[config.mk]
export PLATFORM = sky130hd
export DESIGN_NAME = word_framer
export DESIGN_NICKNAME = d
export VERILOG_FILES = /design/src/rtl/word_framer_pkg.sv /design/src/rtl/word_framer.sv
export SDC_FILE = /design/constraint.sdc
export NUM_CORES = 1
export LEC_CHECK = 0
export ABC_AREA = 1
export BUFFER_PORTS_ARGS = -buffer_cell sky130_fd_sc_hd__buf_2
export CORE_MARGIN = 4
export CORE_UTILIZATION = 55
export DETAILED_ROUTE_END_ITERATION = 16
export MAX_ROUTING_LAYER = met4
export PLACE_DENSITY = 0.77
export SKIP_CTS_REPAIR_TIMING = 1
export SLEW_MARGIN = 10
export SYNTH_ARGS = -nofsm -noshare
export SYNTH_HDL_FRONTEND = slang
export SYNTH_SLANG_ARGS = --single-unit
[constraint.sdc]
create_clock -name clk -period 2.35 [get_ports clk]
set_input_delay 0.1175 -clock clk [delete_from_list [all_inputs] [get_ports clk]]
set_output_delay 0.1175 -clock clk [all_outputs]
set_load 0.02 [all_outputs]
[src/rtl/word_framer_pkg.sv]
// rtl/word_framer_pkg.sv - shared definitions for the header-tagged word bus framer and checker
package word_framer_pkg;

  localparam int DEFAULT_BUS_SIZE  = 16;
  localparam int DEFAULT_WORD_SIZE = 4;
  localparam logic [3:0] DEFAULT_HEADER = 4'hF;

  // COLLECT gathers payload words; HOLD presents a finished frame until it is consumed
  typedef enum logic {
    COLLECT = 1'b0,
    HOLD    = 1'b1
  } frame_state_t;

  // Words per frame on the bus; the most significant word carries the header
  function automatic int word_num(input int bus_size, input int word_size);
    return bus_size / word_size;
  endfunction

endpackage

[src/rtl/word_framer.sv]
// rtl/word_framer.sv - assembles payload words into header-tagged frames with a nonzero-word mask
module word_framer
  import word_framer_pkg::*;
#(
  parameter int BUS_SIZE  = DEFAULT_BUS_SIZE,
  parameter int WORD_SIZE = DEFAULT_WORD_SIZE,
  parameter int WORD_NUM  = word_num(BUS_SIZE, WORD_SIZE),
  parameter logic [WORD_SIZE-1:0] HEADER = WORD_SIZE'(DEFAULT_HEADER)
) (
  input  logic                 clk,
  input  logic                 reset,
  input  logic [WORD_SIZE-1:0] word_in,
  input  logic                 word_valid,
  output logic                 word_ready,
  output logic [BUS_SIZE-1:0]  data_out,
  output logic                 data_valid,
  input  logic                 data_ready,
  output logic [WORD_NUM-1:0]  salida_control,
  output logic                 err,
  output logic                 next_err
);

  localparam int CNT_W = (WORD_NUM > 2) ? $clog2(WORD_NUM) : 1;
  localparam int PAY_W = BUS_SIZE - WORD_SIZE;

  frame_state_t state, state_next;
  logic [CNT_W-1:0] count;
  logic [PAY_W-1:0] payload, payload_next;
  logic [BUS_SIZE-1:0] frame_next;
  logic [WORD_NUM-1:0] frame_mask;
  logic accept, illegal, last_word, load_frame;

  // Ready is held low while reset is asserted so every output reads zero during reset
  assign word_ready = (state == COLLECT) && !reset;
  assign data_valid = (state == HOLD);
  assign accept     = word_valid & word_ready;
  assign illegal    = (word_in == HEADER);
  assign next_err   = accept & illegal;
  assign last_word  = (count == CNT_W'(WORD_NUM - 2));

  // Place the incoming word at its payload slot; slot 0 sits just below the header
  always_comb begin
    payload_next = payload;
    for (int i = 0; i < WORD_NUM - 1; i++) begin
      if (count == CNT_W'(i)) begin
        payload_next[(WORD_NUM-2-i)*WORD_SIZE +: WORD_SIZE] = word_in;
      end
    end
    frame_next = {HEADER, payload_next};
  end

  // Per-word nonzero detection over the frame about to be loaded
  genvar g;
  generate
    for (g = 0; g < WORD_NUM; g++) begin : g_word_nonzero_mask
      assign frame_mask[g] = |frame_next[g*WORD_SIZE +: WORD_SIZE];
    end
  endgenerate

  // State register
  always_ff @(posedge clk or posedge reset) begin
    if (reset) begin
      state <= COLLECT;
    end else begin
      state <= state_next;
    end
  end

  // Next-state: a legal last word completes the frame; a downstream handshake releases it
  always_comb begin
    state_next = state;
    load_frame = 1'b0;
    case (state)
      COLLECT: begin
        if (accept && !illegal && last_word) begin
          state_next = HOLD;
          load_frame = 1'b1;
        end
      end
      HOLD: begin
        if (data_ready) begin
          state_next = COLLECT;
        end
      end
      default: state_next = COLLECT;
    endcase
  end

  // Payload collection; an illegal word discards the partial frame
  always_ff @(posedge clk or posedge reset) begin
    if (reset) begin
      count   <= '0;
      payload <= '0;
    end else if (accept) begin
      if (illegal) begin
        count   <= '0;
        payload <= '0;
      end else if (last_word) begin
        count   <= '0;
        payload <= payload_next;
      end else begin
        count   <= count + 1'b1;
        payload <= payload_next;
      end
    end
  end

  // Frame output and control mask persist until the next complete frame
  always_ff @(posedge clk or posedge reset) begin
    if (reset) begin
      data_out       <= '0;
      salida_control <= '0;
    end else if (load_frame) begin
      data_out       <= frame_next;
      salida_control <= frame_mask;
    end
  end

  // Error flag trails the illegal accept by one cycle
  always_ff @(posedge clk or posedge reset) begin
    if (reset) begin
      err <= 1'b0;
    end else begin
      err <= next_err;
    end
  end

endmodule

## Word level (Yosys, flattened, before mapping)

Index checks and enable logic that the tools add are counted.

| storage, ports and cells | value |
|---|---|
| bits in registers | 33 |
| bits of input ports | 8 |
| memories kept | 0 |
| bits in latches | 0 |
| RAM bits | 0 |
| word-level logic and storage cells | 32 |
| ROM bits | 0 |
| output and inout port bits | 24 |

| operators by class | value |
|---|---|
| multipliers | 0 |
| bitwise gates (word level) | 3 |
| equality and inequality tests | 3 |
| order comparisons | 0 |
| reduce and logical (&&, ||, !) cells | 9 |
| muxes and demuxes | 10 |
| divide/modulo/power cells | 0 |
| shift operators | 0 |
| add/subtract/negate cells | 1 |

Operators with widths:

| operator | number |
|---|---|
| 12-bit 2-to-1 mux | 1 |
| 4-bit 2-to-1 mux | 3 |
| 4-bit OR reduction | 3 |
| 4-bit equality test (second input constant) | 1 |
| 2-bit 2-to-1 mux | 2 |
| 1-bit logical AND | 3 |
| 1-bit 2-to-1 mux | 3 |
| 2-bit by 1-bit adder with 2-bit output (second input constant) | 1 |
| 1-bit bitwise AND | 2 |
| 2-bit by 1-bit equality test with 1-bit output (second input constant) | 1 |
| 2-bit equality test (second input constant) | 1 |
| 1-bit logical NOT | 2 |
| 2-bit logical NOT | 1 |
| 1-bit case mux with 2 select lines | 1 |
| 1-bit NOT | 1 |

## Longest topological paths before layout

| depth | value |
|---|---|
| depth after elaboration | 7 |
| depth in mapped cells | 9 |
| mapped depth without buffers | 8 |

## Least setup slack after synthesis

No wires, ideal clock.

| path | value |
|---|---|
| kind | register to register |
| start | register state (netlist: data_valid) |
| end | register err |
| buffers on the path | 1 |
| arrival time | 1404 ps |
| cell stages (with the launch flop) | 5 |
| required time | 2201 ps |
| slack | 797 ps |
| clock period less this slack | 1553 ps |
| setup time | 149 ps |
| cells stage by stage | dfrtp_1 -> nor2_2 -> nand2_2 -> clkbuf_1 -> nor2_1 |

| on the way | value |
|---|---|
| longest elaborated chain between the ends | 4 |

RTL lines:

| item | line | source |
|---|---|---|
| start, declared | word_framer.sv:26 | `frame_state_t state, state_next;` |
| start signal, assigned | word_framer.sv:65 | `state <= state_next;` |
| 1-bit NOT | n/a |  |
| 1-bit logical AND | word_framer.sv:34 | `assign word_ready = (state == COLLECT) && !reset;` |
| via word_ready | word_framer.sv:14 | `output logic word_ready,` |
| 1-bit bitwise AND | word_framer.sv:36 | `assign accept = word_valid & word_ready;` |
| 1-bit bitwise AND | word_framer.sv:38 | `assign next_err = accept & illegal;` |
| via next_err | word_framer.sv:20 | `output logic next_err` |
| end signal, assigned | word_framer.sv:124 | `err <= next_err;` |
| end, declared | word_framer.sv:19 | `output logic err,` |

The timed path passes the listed nets, and every way through them passes these cells.
A chain may end at the register's enable or synchronous reset.

## Worst setup path after layout

| path | value |
|---|---|
| start | input reset |
| end | output next_err |

| on the way | value |
|---|---|
| longest elaborated chain between the ends | 4 |

RTL lines:

| item | line | source |
|---|---|---|
| start, declared | word_framer.sv:11 | `input logic reset,` |
| 1-bit logical NOT (no source line) | n/a |  |
| 1-bit logical AND | word_framer.sv:34 |  |
| 1-bit bitwise AND | word_framer.sv:36 |  |
| 1-bit bitwise AND | word_framer.sv:38 |  |
| end, declared | word_framer.sv:20 |  |

Every way passes these cells.

==> out/summary.md <==
The flow ran to the end, and the final reports show no timing, DRC or antenna violations. The tightest min-delay check is of the input pin to flip-flop type. The insertion delay of the later-clocked pin in the worst-skew pair was 0.33 ns. The worst reg-to-reg path cell count was 8; the placeable core region was 2520 um^2.

The via count of the first global-routing pass is 1159, and the H-tree depth is 2. The run gives 1480 um^2 as the synthesized cell area. After clock tree synthesis, the clock-pin slew on the worst setup and hold paths is 0.09 ns. The slew of the pin with the lowest slew margin works out to 0.394 ns.

Sequential elements use 54.1% of the synthesized area. The startpoint identified for the worst register-to-register timing path is data_valid. Start point of the critical path: reset. Pin placement for this block handled 32 I/O pins.

Once the floorplan was initialized, standard cells occupied 58.7% of the core. The data arrival time at the worst-slack endpoint was 1.50 ns; the count of final hold-check violations was 0. For the vias after detailed routing, the log shows 1268.

STA classifies the critical path startpoint as an input pin. The number of buffers inserted by port buffering is 31. After the last flow step, the layout net total stands at 228. For the number of pins with negative max-slew slack in the final report, the log shows 0.

STA classifies the critical path endpoint as a primary output. Wires add up to 3050 um. Measured against its own limit, the worst slew margin works out to 73.8%. The number of filler instances in the final layout is 221. After layout, the worst path uses 68.9% of the clock period. For the achievable clock frequency, the log shows 618 MHz. Summed over all layers, the global routing overflow is 0.

The start-to-end type of the worst setup path was input pin to primary output. Setup violations remaining at the end of the flow were counted as 0. The worst-case IR drop observed on VDD is 0.974 mV. After floorplanning, the core was divided into 18 placement rows.

The first detailed-routing pass ran for 4 iterations. The cell count after synthesis came out at 189. The logs give 0 ns for the setup TNS after final layout and 0 for the max-capacitance violation count. In this run the horizontal extent of the chip is 59.9 um. The cell sitting at the root of the clock tree is a sky130_fd_sc_hd__clkbuf_4. The area growth from synthesis to layout was 14.0%. The number of warnings printed during yosys synthesis came out at 0. The post-synthesis register bit count is 32, and the average footprint of a synthesized cell is 7.84 um^2. The number of library cell types mapped by synthesis is 21. The final critical-path setup slack is 0.731 ns, and the number of violations reported at the end of detailed-routing iteration 0 is 72. Half-perimeter wire length after placement: 2250 um. For the cell leakage power, the log shows 1.01 nW. The most common cell after layout, fill and taps aside was sky130_fd_sc_hd__nand2_1.

Cells with a size suffix above 1 make up 21.7% of the layout. The average via count per standard cell is 5.05, and the worst hold path cell count is 3. Measured on the finished design, the core utilization comes to 67.0%. The tools report the total die area as 3590 um^2. The routed design could run at a clock period as short as 1.62 ns. The run gives 5 as the number of buffers inserted during clock tree synthesis. In this run the power density over the cells is 1380 nW/um^2.

The post-place setup slack is 0.806 ns, and the DRC violations left is 0. In this run the critical register-to-register path is captured at data_out[3]. The tools report the last weighted congestion value of the routability-driven placer as 0.945. Setup repair after global routing left no endpoint under its margin. The wire length of the first global-routing pass was 5250 um.

Overall global routing resource usage: 20.5%. TritonCTS built the clock tree. Number of sinks on the clock net: 32. Along the worst path, the maximum fanout reaches 14. The longest clock path from root to sink contains 2 buffers.

The clock arrives with 0.00368 ns of skew. Counting every net in the synthesized netlist gives 197. The final antenna-violating net count was 0; the slack of the worst reg-to-reg path was 0.79 ns. Data on the critical path is required at its endpoint by 2.23 ns. Number of diodes added for antenna fixing: 0. After detailed routing, the average wire length per cell comes to 12.2 um.

The vertical die dimension is 59.9 um. The destination of the critical timing path was next_err. The tools report the maximum number of pins on one net before global-route repair as 33. Number of antenna violations at the first check in global routing: 0.

The top cell types in the final layout, fill and taps aside, are sky130_fd_sc_hd__nand2_1, sky130_fd_sc_hd__dfrtp_1, sky130_fd_sc_hd__buf_2.
==> per-layer routing <==
layer	GRT usage (%)	wire [um]	vias up	share of wire, %
met5	-	0	-	0
met4	7.91	52	0	1.7
met3	6.70	232	6	7.6
met2	29.5	1390	46	46
met1	26.9	1370	581	45
li1	-	-	635	-
==> how the worst min path moves through the flow <==
stage	startpoint	endpoint	slack, ns
floorplan	data_ready	data_valid	0.20
global placement	reset	data_valid	0.22
detailed placement	reset	data_out[9]	0.24
CTS	reset	payload[4]	-0.12
global route	word_in[1]	data_out[1]	0.1
finish	word_in[1]	data_out[1]	0.07
==> state kept, by name (all words and copies together), names as in the netlist <==
signal and cells:
payload 12, data_out 13, err 1, count 2, salida_control 3, data_valid 1
==> synthesized netlist by cell type <==
library cell               number  area, um^2
sky130_fd_sc_hd__o22ai_1        2        12.5
sky130_fd_sc_hd__clkinv_2       1        5.00
sky130_fd_sc_hd__nand2_2        2        12.5
sky130_fd_sc_hd__inv_4          1        6.26
sky130_fd_sc_hd__nand2_4        1        11.3
sky130_fd_sc_hd__nor2_8         1        20.0
sky130_fd_sc_hd__nand3_1        8        40.0
sky130_fd_sc_hd__buf_6          2        22.5
sky130_fd_sc_hd__buf_2          3        15.0
sky130_fd_sc_hd__dfrtp_1       32         801
sky130_fd_sc_hd__nor2_1         8        30.0
sky130_fd_sc_hd__clkbuf_1       1        3.75
sky130_fd_sc_hd__o21ai_1        1        5.00
sky130_fd_sc_hd__o21ai_0        1        5.00
sky130_fd_sc_hd__nor2_2         1        6.26
sky130_fd_sc_hd__inv_2          2        7.51
sky130_fd_sc_hd__nand2_1      113         424
sky130_fd_sc_hd__inv_1          3        11.3
sky130_fd_sc_hd__nand4_1        1        6.26
sky130_fd_sc_hd__or2_2          1        6.26
sky130_fd_sc_hd__buf_4          4        30.0
==> per-stage QoR <==
stage | cells | power (mW) | area [um^2] | hold slack [ns]
6_report | 251 | 2.33 | 1690 | 0.0728
3_5_place_dp | 241 | 2.02 | 1610 | 0.244
4_1_cts | 249 | 2.34 | 1670 | -0.121
3_3_place_gp | 241 | 1.98 | 1610 | 0.222
2_1_floorplan | 189 | 1.76 | 1480 | 0.198
5_1_grt | 251 | 2.55 | 1690 | 0.0957
==> kinds of logic after synthesis <==
| group | synth area share, % |
|---|---|
| buffers and inverters | 6.84 |
| AO/OA/AOI/OAI | 1.52 |
| AND/OR/NAND/NOR | 37.6 |
| flip-flops | 54.1 |
==> worst max-delay path, cell delays in order <==
cell	delay, ns
sky130_fd_sc_hd__dlygate4sd3_1	0.53
sky130_fd_sc_hd__buf_2	0.14
sky130_fd_sc_hd__nor2_2	0.14
sky130_fd_sc_hd__nand2_2	0.20
sky130_fd_sc_hd__nor2_1	0.19
sky130_fd_sc_hd__buf_2	0.18
==> final cells by class <==
class / instances / area (um^2) / area share [%]
inverters: 7 / 30.0 / 1.78
well taps: 30 / 37.5 / 2.22
flip-flops and latches: 32 / 801 / 47.4
repair buffers: 34 / 183 / 10.8
multi-input cells: 140 / 579 / 34.3
clock buffers: 8 / 58.8 / 3.48
==> report_power, final <==
part           switching, mW  leakage (nW)  internal, mW
sequential             0.156         0.413         0.791
clock                  0.178        0.0326         0.148
combinational          0.717         0.565         0.340
(Power assumes the default switching activity.)
